[config.mk]
export PLATFORM = sky130hd
export DESIGN_NAME = sel_scheduler
export DESIGN_NICKNAME = d
export VERILOG_FILES = /design/src/rtl/sel_sched_pkg.sv /design/src/rtl/rr_arbiter.sv /design/src/rtl/sel_scheduler.sv
export SDC_FILE = /design/constraint.sdc
export NUM_CORES = 1
export LEC_CHECK = 0
export CAP_MARGIN = 20
export CELL_PAD_IN_SITES_DETAIL_PLACEMENT = 0
export CELL_PAD_IN_SITES_GLOBAL_PLACEMENT = 1
export CORE_ASPECT_RATIO = 1.5
export CORE_UTILIZATION = 25
export DETAILED_ROUTE_END_ITERATION = 16
export PLACE_DENSITY_LB_ADDON = 0.1
export SYNTH_ARGS = -nofsm -noshare
export SYNTH_HDL_FRONTEND = slang
export SYNTH_SLANG_ARGS = --single-unit
[constraint.sdc]
create_clock -name clk -period 3.3 [get_ports clk]
set_input_delay 0.66 -clock clk [delete_from_list [all_inputs] [get_ports clk]]
set_output_delay 0.66 -clock clk [all_outputs]
set_load 0.02 [all_outputs]
[src/rtl/sel_sched_pkg.sv]
// Shared sizing constants and lane-slicing helper for the lane-change scheduler.
package sel_sched_pkg;

    localparam int unsigned LANES  = 8;
    localparam int unsigned LANE_W = 3;
    localparam int unsigned SEL_W  = $clog2(LANES);
    localparam int unsigned WORD_W = LANES * LANE_W;

    function automatic logic [LANE_W-1:0] lane_slice(input logic [WORD_W-1:0] word,
                                                     input int idx);
        return word[idx*LANE_W +: LANE_W];
    endfunction

endpackage

[src/rtl/rr_arbiter.sv]
// Stateless round-robin picker: first set request strictly after ptr, wrapping.
module rr_arbiter #(
    parameter int unsigned LANES = 8,
    parameter int unsigned SEL_W = $clog2(LANES)
) (
    input  logic [LANES-1:0] req,
    input  logic [SEL_W-1:0] ptr,
    output logic [SEL_W-1:0] grant_idx,
    output logic             grant_valid
);

    logic [SEL_W-1:0] cand;

    always_comb begin
        grant_valid = 1'b0;
        grant_idx   = '0;
        cand        = '0;
        // k = LANES visits ptr itself last, so the previous winner has lowest priority.
        for (int unsigned k = 1; k <= LANES; k++) begin
            cand = SEL_W'((32'(ptr) + k) % LANES);
            if (!grant_valid && req[cand]) begin
                grant_valid = 1'b1;
                grant_idx   = cand;
            end
        end
    end

endmodule

[src/rtl/sel_scheduler.sv]
// Lane-change scheduler: detects per-lane changes of A and serialises them round-robin.
// Optional overwrite counter enabled by defining SEL_SCHED_DROP_CNT_EN.
module sel_scheduler #(
    parameter int unsigned LANES  = sel_sched_pkg::LANES,
    parameter int unsigned LANE_W = sel_sched_pkg::LANE_W
) (
    input  logic                      clk,
    input  logic                      rst,
    input  logic [LANES*LANE_W-1:0]   A,
    input  logic                      ready,
    output logic                      valid,
    output logic [$clog2(LANES)-1:0]  sel,
    output logic [LANE_W-1:0]         data
`ifdef SEL_SCHED_DROP_CNT_EN
    ,
    output logic [7:0]                drop_cnt
`endif
);

    import sel_sched_pkg::*;

    localparam int unsigned SW = $clog2(LANES);

    logic [LANES*LANE_W-1:0] a_prev_q;
    logic                    prev_vld_q;
    logic [LANES-1:0]        change;
    logic [LANES-1:0]        clear;
    logic [LANES-1:0]        pending_q, pending_d;
    logic [LANE_W-1:0]       hold_q [LANES];
    logic [LANE_W-1:0]       hold_d [LANES];
    logic [SW-1:0]           ptr_q;
    logic                    valid_q;
    logic [SW-1:0]           sel_q;
    logic [LANE_W-1:0]       data_q;
    logic [SW-1:0]           grant_idx;
    logic                    grant_valid;
    logic                    load_en;
    logic                    take;

    // prev_vld_q masks the first cycle after reset, when a_prev_q is not yet meaningful.
    always_comb begin
        change = '0;
        for (int i = 0; i < int'(LANES); i++) begin
            change[i] = prev_vld_q && (lane_slice(A, i) != lane_slice(a_prev_q, i));
        end
    end

    rr_arbiter #(
        .LANES (LANES),
        .SEL_W (SW)
    ) u_arb (
        .req         (pending_q),
        .ptr         (ptr_q),
        .grant_idx   (grant_idx),
        .grant_valid (grant_valid)
    );

    assign load_en = !valid_q || ready;
    assign take    = load_en && grant_valid;

    // A change on the lane being granted re-arms it: set wins over clear.
    always_comb begin
        clear     = '0;
        pending_d = pending_q;
        hold_d    = hold_q;
        for (int i = 0; i < int'(LANES); i++) begin
            clear[i]     = take && (int'(grant_idx) == i);
            pending_d[i] = (pending_q[i] && !clear[i]) || change[i];
            if (change[i]) begin
                hold_d[i] = lane_slice(A, i);
            end
        end
    end

    always_ff @(posedge clk) begin
        a_prev_q <= A;
        if (rst) begin
            prev_vld_q <= 1'b0;
            pending_q  <= '0;
            for (int i = 0; i < int'(LANES); i++) begin
                hold_q[i] <= '0;
            end
        end else begin
            prev_vld_q <= 1'b1;
            pending_q  <= pending_d;
            hold_q     <= hold_d;
        end
    end

    // Output register only advances when empty or the current item is accepted.
    always_ff @(posedge clk) begin
        if (rst) begin
            valid_q <= 1'b0;
            sel_q   <= '0;
            data_q  <= '0;
            ptr_q   <= SW'(LANES - 1);
        end else if (load_en) begin
            valid_q <= grant_valid;
            if (grant_valid) begin
                sel_q  <= grant_idx;
                data_q <= hold_q[grant_idx];
                ptr_q  <= grant_idx;
            end
        end
    end

    assign valid = valid_q;
    assign sel   = sel_q;
    assign data  = data_q;

`ifdef SEL_SCHED_DROP_CNT_EN
    logic [7:0] drop_q;
    logic       overwrite;

    assign overwrite = |(change & pending_q);

    always_ff @(posedge clk) begin
        if (rst) begin
            drop_q <= 8'd0;
        end else if (overwrite && (drop_q != 8'hFF)) begin
            drop_q <= drop_q + 8'd1;
        end
    end

    assign drop_cnt = drop_q;
`endif

endmodule

# Word level (Yosys, flattened, before mapping)
# Index checks and enable logic that the tools add are counted.
# totals
ff_bits,67
in_bits,27
output_inout_bits,7
elab_cells,143
# op_classes
n_addsub,8
order_cmp,9
n_eq_ne,15
n_mux,36
bitwise,1
n_reduce_logical,59
# op_table
cell,count
$logic_and A1 B1 Y1,32
$lt A3 B4 Y1 const B,8
$mux W3,10
$bmux W1 S3,8
$ne A3 B3 Y1,8
$mux W1,17
$logic_not A1 Y1,16
$add A3 B3 Y3 const B,4
$eq A3 B3 Y1 const B,4
$bmux W3 S3,1
$logic_or A1 B1 Y1,9
$add A3 B1 Y3 const B,2
$add A3 B2 Y3 const B,2
$eq A3 B2 Y1 const B,2
$ge A4 B4 Y1 const B,1
$not A3 Y4,1
$eq A3 B1 Y1 const B,1
$logic_not A3 Y1,1
$reduce_and A2 Y1,1

# Longest topological paths before layout
# Gate-level depths: netlist of the first run.
# depth
word_depth,30
ltp_mapped,14
mapped_depth_nobuf,10

# By module
# A second synthesis of the first run with hierarchy kept.
# unflattened
cells_unflattened,341
hier_area_um2,3403.3
# modules_own_cells
module,instances,cells_per_inst,area_each_um2,seq_area_each_um2
sel_scheduler,1,248,2617.5,1341.3
rr_arbiter,1,93,785.8,0.0

# Least setup slack after synthesis of the first run
# No wires, ideal clock.
# synth_timing
kind,register to register
start,register ptr_q[1]
end,register pending_q[1]
arrival_time_ps,3388
t_required_ps,3152
path_slack_ps,-236
path_stages_with_launch,14
n_path_buf,3
cell_sequence,dfxtp_1 -> clkbuf_1 -> inv_1 -> ha_1 -> buf_4 -> mux2_2 -> nor2b_1 -> mux4_2 -> a32oi_2 -> mux2i_1 -> buf_2 -> nand2_2 -> o41ai_1 -> a21oi_1
# synth_via
elab_chain_len,30
word_cells_on_any_way,60
# synth_lines
element,line_no,rtl
from (decl),sel_scheduler.sv:31,logic [SW-1:0] ptr_q;
from (signal assigned),sel_scheduler.sv:96,ptr_q <= SW'(LANES - 1);
from (signal assigned),sel_scheduler.sv:102,ptr_q <= grant_idx;
$add A3 B1 Y3,rr_arbiter.sv:20,cand = SEL_W'((32'(ptr) + k) % LANES);
$bmux W1 S3,rr_arbiter.sv:21,if (!grant_valid && req[cand]) begin
$mux W1 (not written as such),rr_arbiter.sv:21,
$mux W1,rr_arbiter.sv:21,
$logic_not A1 Y1,rr_arbiter.sv:21,
$logic_and A1 B1 Y1,rr_arbiter.sv:21,
$mux W1,rr_arbiter.sv:21,
$logic_not A1 Y1,rr_arbiter.sv:21,
[14 not listed],n/a,
$logic_not A1 Y1,rr_arbiter.sv:21,
$logic_and A1 B1 Y1,rr_arbiter.sv:21,
$mux W3 or $mux W1 (tied branches),rr_arbiter.sv:21,
$eq A3 B2 Y1 or $logic_and A1 B1 Y1 (tied branches),"sel_scheduler.sv:67, sel_scheduler.sv:59",
$logic_and A1 B1 Y1 (*),sel_scheduler.sv:67,clear[i] = take && (int'(grant_idx) == i);
$logic_not A1 Y1 (*),sel_scheduler.sv:68,pending_d[i] = (pending_q[i] && !clear[i]) || change[i];
$logic_and A1 B1 Y1 (*),sel_scheduler.sv:68,
$logic_or A1 B1 Y1 (*),sel_scheduler.sv:68,
to (signal assigned),sel_scheduler.sv:85,pending_q <= pending_d;
to (decl),sel_scheduler.sv:28,"logic [LANES-1:0] pending_q, pending_d;"
# Mark *: on every way between the ends. The rest lies on a longest branch, timed or not. The select of a mux whose other input is x is not followed.
# A chain may end at the register's enable or synchronous reset.

# Worst setup path in the final report of the first run
# layout_timing
start,register ptr_q[0]
end,register data_q[0] (netlist: data[0])
# layout_via
elab_chain_len,29
word_cells_on_any_way,59
# layout_lines
element,line_no,rtl
$add A3 B1 Y3,rr_arbiter.sv:20,
$bmux W1 S3,rr_arbiter.sv:21,
$mux W1 (not written as such),rr_arbiter.sv:21,
$mux W1,rr_arbiter.sv:21,
$logic_not A1 Y1,rr_arbiter.sv:21,
$logic_and A1 B1 Y1,rr_arbiter.sv:21,
$mux W1,rr_arbiter.sv:21,
$logic_not A1 Y1,rr_arbiter.sv:21,
[12 not listed],n/a,
$logic_and A1 B1 Y1,rr_arbiter.sv:21,
$mux W1,rr_arbiter.sv:21,
$logic_not A1 Y1,rr_arbiter.sv:21,
$logic_and A1 B1 Y1,rr_arbiter.sv:21,
$mux W3,rr_arbiter.sv:21,
$not A3 Y4 (not written as such),sel_scheduler.sv:101,data_q <= hold_q[grant_idx];
$bmux W3 S3,sel_scheduler.sv:101,
$mux W3 (not written as such) (2 in series),sel_scheduler.sv:101,
to (signal assigned),sel_scheduler.sv:101,
to (decl),sel_scheduler.sv:34,logic [LANE_W-1:0] data_q;
# Parallel ways exist; a longest one is shown, timed or not. The select of a mux whose other input is x is not followed.

==> metrics, run 1 <==
status=finished clean; Peak VDD IR=between 0.0003 and 0.0004 V; # clock sinks=67; # fillers=1463; initial antenna violation count=0; wire length of the first global-routing pass=about 16 mm; core area=approximately 14000 µm²; WHS=~0.5 ns; Routed WL=roughly 10 mm; post-DP HPWL=7.996 mm; die area=between 10000 and 15000 µm²; FF/Latch Area=1341 µm²; Port Buffer Count=33; Worst setup EP type=flip-flop; drt via density=a little under 5; actual slew at the worst max-slew pin=around 0.9 ns; placed inst area=roughly 4200 µm²; placed cells=a little under 600; Hold Vio Cnt, Final=0; Synth Cell Area=between 3000 and 4000 µm²; Antenna Violating Nets Remaining=0; post-synthesis adder-cell area fraction=0.006993; Top Ports=34; slowest stage cell, crit path=mux4_2; pre-CTS setup slack=-0.02393 ns; Synth Area in Compound Gates=0.1524; Worst-Skew Late Latency=around 0.33 ns; synth unique cells=56; Slew Viols, Final=0; Total GRT Usage=0.1492; hold crit path type=flip-flop to flip-flop; RSZ-0062 raised after global routing=no; global route overflow=0; Post-synth EDFFs=0; pin count of the biggest net entering global routing=35; setup slack after layout=0.1036 ns; minimum clock period=roughly 3.2 ns; r2r worst-path depth=10; Max Cap Viol=0; Final Skew=~0.0045 ns; Reg clk slew, reported paths=0.06 ns; final period utilization=0.9686; syn_nets=390; Pleak=approximately 0.0018 µW; Max FO, Critical Path=7; Chip Height=between 100 and 150 µm; Slew HR=0.4059; RePlAce Congestion=between 0.7 and 0.8; row cnt=53; simple-gate portion of the synthesized area=0.1395; WHS Path Cells=2; # DRC=0; Final setup viols=0; Critical Path AT=between 3 and 4 ns; Seq cells post-synth=67; Crit path largest cell delay=0.51 ns; starting density of the core=0.2557; CP Launch Type=flip-flop; xor/xnor share of the synthesized area=0.06364; Initial DRC Count=about 90; CTS tree=done; setup_tns=0 ns; main flop type after synthesis=dfxtp_1; Layout Area Growth over Synthesis=28.99%; Inserted Diodes=0; asr flop ratio synth=0; Multi-input gate area=2181 µm²; CTS buffer count=9; vias in the first global route=2999; design area=4616 µm²; fin cells=just over 600; fraction of layout cells with a size suffix above 1=0.1913; Root Buffer=clkbuf_16; Mean Syn Cell Area=~9.9 µm²; H-tree levels=3; count of TritonRoute iterations in the first routing pass=4; register area share after synthesis=0.3748; proportion of synthesized area in mux cells=0.2217; DR WL/cell=between 15 and 20 µm; Fmax=312.9 MHz; die width=approximately 100 µm; largest family of logic cells by synthesized area=multiplexers; CTS Buffer Depth=2; crit path kind=flip-flop to flip-flop; Vias=between 2000 and 3000; hold_buf cts=0; Ys Warns=0; CP cell instances=inv_1 > ha_4 > mux2_1 > nor2b_1 > mux4_2 > a32oi_4 > mux2_4 > o21ai_1 > a31o_1 > and4b_1; Final #Nets=437; Cells after Synth=between 300 and 400; power density cells=~1100 nW/µm²; Required @ worst endpoint=between 3 and 4 ns
-- path summary, 6_finish.rpt --
path / startpoint / endpoint / slack, ns
max: ptr_q[0] / data[0] / 0.10
min: sel[0] / sel[0] / 0.49
max reg2reg: ptr_q[0] / data[0] / 0.10
min reg2reg: sel[0] / sel[0] / 0.49
-- Yosys cell counts (all sizes together), types with 4 or more instances --
library cell  count  share of area
dfxtp            67           0.37
nand3b            4         0.0084
a31o              4         0.0098
nand3            19          0.031
inv               6         0.0063
nand2            16          0.017
o31ai             9          0.020
mux2i            38           0.11
xor2             24          0.059
clkbuf            9         0.0094
nor2b             5         0.0087
a21oi            15          0.021
o211ai            4          0.012
nor2             40          0.043
mux4             13          0.082
buf              10          0.025
mux2             10          0.033
nand4             4         0.0070
o21ai            30          0.042
-- metal layers --
metal	wire length (µm)	up-vias	global-route usage	part of all wire
met5	0	-	0	0
met4	420	0	0.07647	0.040
met3	234	25	0.02585	0.022
met2	5719	57	0.2872	0.55
met1	4096	1431	0.1504	0.39
li1	-	1427	-	-
-- per-stage QoR --
stage / utilization / total power (µW)
CTS: 0.3233 / 4825
global placement: 0.2997 / 3767
detailed placement: 0.2997 / 3751
global route: 0.3299 / 5358
floorplan: - / 3033
finish: 0.3299 / 5004
-- layout by cell type (no fill, tap or decap), drive strengths merged, types with 5 or more instances in the layout --
master	Yosys	layout
mux4	13	13
xor2	24	24
mux2i	38	38
inv	6	6
nor2	40	40
o21ai	30	30
mux2	10	11
dfxtp	67	67
clkdlybuf4s50	0	33
buf	10	21
nand3	19	19
nand2	16	16
clkbuf	9	10
a21oi	15	15
o31ai	9	9
nor2b	5	5
-- critical path, delay by kind of cell, from the launching register on --
| family | cells | cell delay [ns] |
|---|---|---|
| flip-flops | 1 | 0.34 |
| adder cells (fa/ha/maj) | 1 | 0.32 |
| multiplexers | 3 | 1.26 |
| buffers and inverters | 1 | 0.09 |
| AO/OA/AOI/OAI | 3 | 0.74 |
| AND/OR/NAND/NOR | 2 | 0.32 |
-- sequential cells by signal (all words and copies together) (netlist names) --
| register | flops |
|---|---|
| a_prev_q | 24 |
| hold_q | 24 |
| pending_q | 8 |
| data | 3 |
| ptr_q | 3 |
| sel | 3 |
| prev_vld_q | 1 |
| valid | 1 |
-- kinds of logic (layout without fill, tap and decap cells) --
kind of cell | Yosys count | after routing
AND/OR/NAND/NOR | 100 | 100
AO/OA/AOI/OAI | 80 | 80
XOR/XNOR | 26 | 26
buffers and inverters | 25 | 76
multiplexers | 61 | 62
flip-flops | 67 | 67
adder cells (fa/ha/maj) | 2 | 2
-- report_power, final --
part,switching [µW],internal [µW],total [µW]
Combinational,1650,1280,2930
Clock,361,681,1040
Sequential,115,915,1030
-- final cells by class --
class	count	area share
Inverter	6	0.004879
Multi-Input combinational cell	270	0.4725
Clock buffer	10	0.05178
Clock inverter	6	0.01925
Sequential cell	67	0.2906
Tap cell	192	0.05205
Timing Repair Buffer	54	0.1090
-- repair_timing --
| item | 4_1_cts | 5_1_grt |
|---|---|---|
| pin swaps | 0 | 1 |
| endpoints found under the setup margin | 3 | 7 |
| gates cloned | 0 | 1 |
| gates resized for setup | 2 | 17 |
| setup buffers | 0 | 0 |
No activity file was read; power rests on OpenSTA's default activity.
==> run 2: changes to the inputs <==
==> constraint.sdc (replaced) <==
create_clock -name clk -period 3.4 [get_ports clk]
set_input_delay 0.68 -clock clk [delete_from_list [all_inputs] [get_ports clk]]
set_output_delay 0.68 -clock clk [all_outputs]
set_load 0.02 [all_outputs]
==> run 2 against run 1 <==
Compared with the run above:
- setup slack improved by 0.11 ns
- routed wire length fell by 0.66%
- sequential share of layout area rose by 0.67 points
- final cell count fell by 0.50%
- worst hold slack got worse by 0.0015 ns
- clock skew rose by 0.0023 ns
- die area did not move
- non-clock buffer count fell by 2
- cell area fell by 2.2%
- via count fell by 1.6%
- register-to-register slack improved by 0.11 ns
- power fell by 8.1%
- critical path type unchanged
- largest cell class unchanged
==> metrics, run 2 (same netlist as run 1, synthesis figures left out) <==
CP startpoint=ptr_q[1] (was ptr_q[0]); CP cell instances=inv_1 > ha_1 > buf_4 > mux2i_1 > nor2b_1 > mux4_2 > a32oi_2 > mux2i_1 > buf_4 > nand2_2 > o41ai_1 > a21oi_1 (was inv_1 > ha_4 > mux2_1 > nor2b_1 > mux4_2 > a32oi_4 > mux2_4 > o21ai_1 > a31o_1 > and4b_1); Required @ worst endpoint=3.59 ns (was 3.52 ns); Final setup viols=0 (unchanged); die width=99.69 µm (unchanged); DR WL/cell=17.28 µm (was 17.31 µm); final period utilization=0.9383 (was 0.9686); Top Ports=34 (unchanged); RePlAce Congestion=0.8088 (was 0.7916); Worst setup EP type=flip-flop (unchanged); pin count of the biggest net entering global routing=35 (unchanged); sw power=1922 µW (was 2125 µW); WHS=0.4912 ns (was 0.4927 ns); Peak VDD IR=0.0003816 V (was 0.0003533 V); status=finished clean (unchanged); Crit path largest cell delay=0.49 ns (was 0.51 ns); Port Buffer Count=33 (unchanged); Max FO, Critical Path=13 (was 7); Slew Viols, Final=0 (unchanged); Inserted Diodes=0 (unchanged); actual slew at the worst max-slew pin=0.8391 ns (was 0.8836 ns); post-CTS setup buffer count=0 (unchanged); die area=14810 µm² (unchanged); Worst-Skew Late Latency=0.32 ns (was 0.33 ns); H-tree levels=3 (unchanged); count of TritonRoute iterations in the first routing pass=4 (unchanged); Sw Share=0.4181 (was 0.4247); hold crit path type=flip-flop to flip-flop (unchanged); Hold Vio Cnt, Final=0 (unchanged); power density cells=1019 nW/µm² (was 1084 nW/µm²); Slew HR=0.4358 (was 0.4059); # fillers=1487 (was 1463); worst r2r src=ptr_q[1] (was ptr_q[0]); minimum clock period=3.190 ns (was 3.196 ns); most frequent cells in the layout=dfxtp_1, nor2_1, mux2i_1, clkdlybuf4s50_1, xor2_1 (unchanged); row cnt=53 (unchanged); Final Skew=0.006775 ns (was 0.004510 ns); post-DP HPWL=7.968 mm (was 7.996 mm); Comb power frac=0.562 (was 0.586); Seq pwr share=0.219 (was 0.206); # DRC=0 (unchanged); min-delay src=sel[0] (unchanged); slowest stage cell, crit path=mux4_2 (unchanged); CTS Buffer Depth=2 (unchanged); Reg clk slew, reported paths=0.06 ns (about the same); P_int=2675 µW (was 2879 µW); vias in the first global route=3004 (was 2999); Pleak=0.001790 µW (was 0.001815 µW); wire length of the first global-routing pass=16.75 mm (was 16.35 mm); Fmax=313.4 MHz (was 312.9 MHz); Vias=2894 (was 2940); CTS buffer count=9 (unchanged); Initial DRC Count=94 (was 91); Routed WL=10.40 mm (was 10.47 mm); global route overflow=0 (unchanged); Critical Path AT=3.38 ns (was 3.42 ns); Total GRT Usage=0.1510 (was 0.1492); Max Cap Viol=0 (unchanged); drt via density=4.807 (was 4.860); fraction of layout cells with a size suffix above 1=0.1756 (was 0.1913); Final #Nets=434 (was 437); starting density of the core=0.2557 (unchanged); WHS Path Cells=2 (unchanged); core area=13990 µm² (unchanged); CTS tree=done (unchanged); CP Launch Type=flip-flop (unchanged); post-layout power=4597 µW (was 5004 µW); setup_tns=0 ns (unchanged); r2r worst-path depth=12 (was 10); Top Registers=a_prev_q (24), hold_q (24), pending_q (8) (unchanged); crit path kind=flip-flop to flip-flop (unchanged); Chip Height=148.5 µm (unchanged); Antenna Violating Nets Remaining=0 (unchanged); most common cell after layout, fill and taps aside=dfxtp_1 (unchanged); initial antenna violation count=0 (unchanged); # clock sinks=67 (unchanged); Clock power frac=0.219 (was 0.208); Root Buffer=clkbuf_16 (unchanged); Layout Area Growth over Synthesis=26.08% (was 28.99%); RSZ-0062 raised after global routing=no (unchanged)
==> run 2: cell count changes in the layout (fill, tap and decap cells not counted), sizes merged <==
cell	before	now
mux2	11	10
clkinvlp	2	1
clkinv	2	1
buf	21	19
clkbuf	10	12
==> run 2: repair_timing <==
item | CTS | global route
setup endpoints to repair | 0 | 3
hold endpoints to repair | 0 | 0
hold buffers | 0 | 0
resized for setup | 0 | 4
==> run 2: routing by layer <==
layer,GRT usage,part of all wire,up-vias
met5,0,0,-
met2,0.2893,0.57,44
met3,0.02115,0.018,14
met4,0.05809,0.021,0
li1,-,-,1418
met1,0.1641,0.39,1418
==> run 2: area by class of cell <==
| class | instances | area, µm² | share of cell area |
|---|---|---|---|
| tap | 192 | 240.2 | 0.05324 |
| inverter | 6 | 22.52 | 0.004992 |
| clock inverter | 4 | 72.57 | 0.01608 |
| clock buffer | 12 | 256.5 | 0.05685 |
| sequential | 67 | 1341 | 0.2973 |
| multi-input combinational | 269 | 2106 | 0.4667 |
| timing repair buffer | 52 | 473.0 | 0.1048 |
==> run 2: through the flow <==
stage	instance area [µm²]	instances	utilization	setup slack [ns]
2_1_floorplan	3580	361	-	0.006637
3_3_place_gp	4168	586	0.2979	0.2058
3_5_place_dp	4168	586	0.2979	0.1860
4_1_cts	4497	602	0.3214	0.1692
5_1_grt	4512	602	0.3225	0.004574
6_report	4512	602	0.3225	0.2096
==> run 2: power groups by stage <==
stage / combinational [µW] / clock [µW] / sequential, µW
after detailed placement: 2570 / 0 / 1020
after global placement: 2580 / 0 / 1030
after CTS: 2590 / 1040 / 1010
final: 2580 / 1010 / 1010
after global routing: 2830 / 1080 / 1020
after floorplan: 1910 / 0 / 995
==> run 2: path summary, 6_finish.rpt <==
check / endpoint / slack, ns
worst max-delay path: pending_q[1] / 0.21
worst min-delay path: sel[0] / 0.49
worst max register to register: pending_q[1] / 0.21
worst min register to register: sel[0] / 0.49
==> run 2: worst max-delay path, delay by kind of cell (launching register included) <==
| family | cells | cell delay [ns] |
|---|---|---|
| buf+inv | 3 | 0.48 |
| flops | 1 | 0.33 |
| mux | 3 | 1.01 |
| simple gates | 2 | 0.17 |
| compound gates | 3 | 0.74 |
| fa+ha+maj | 1 | 0.34 |
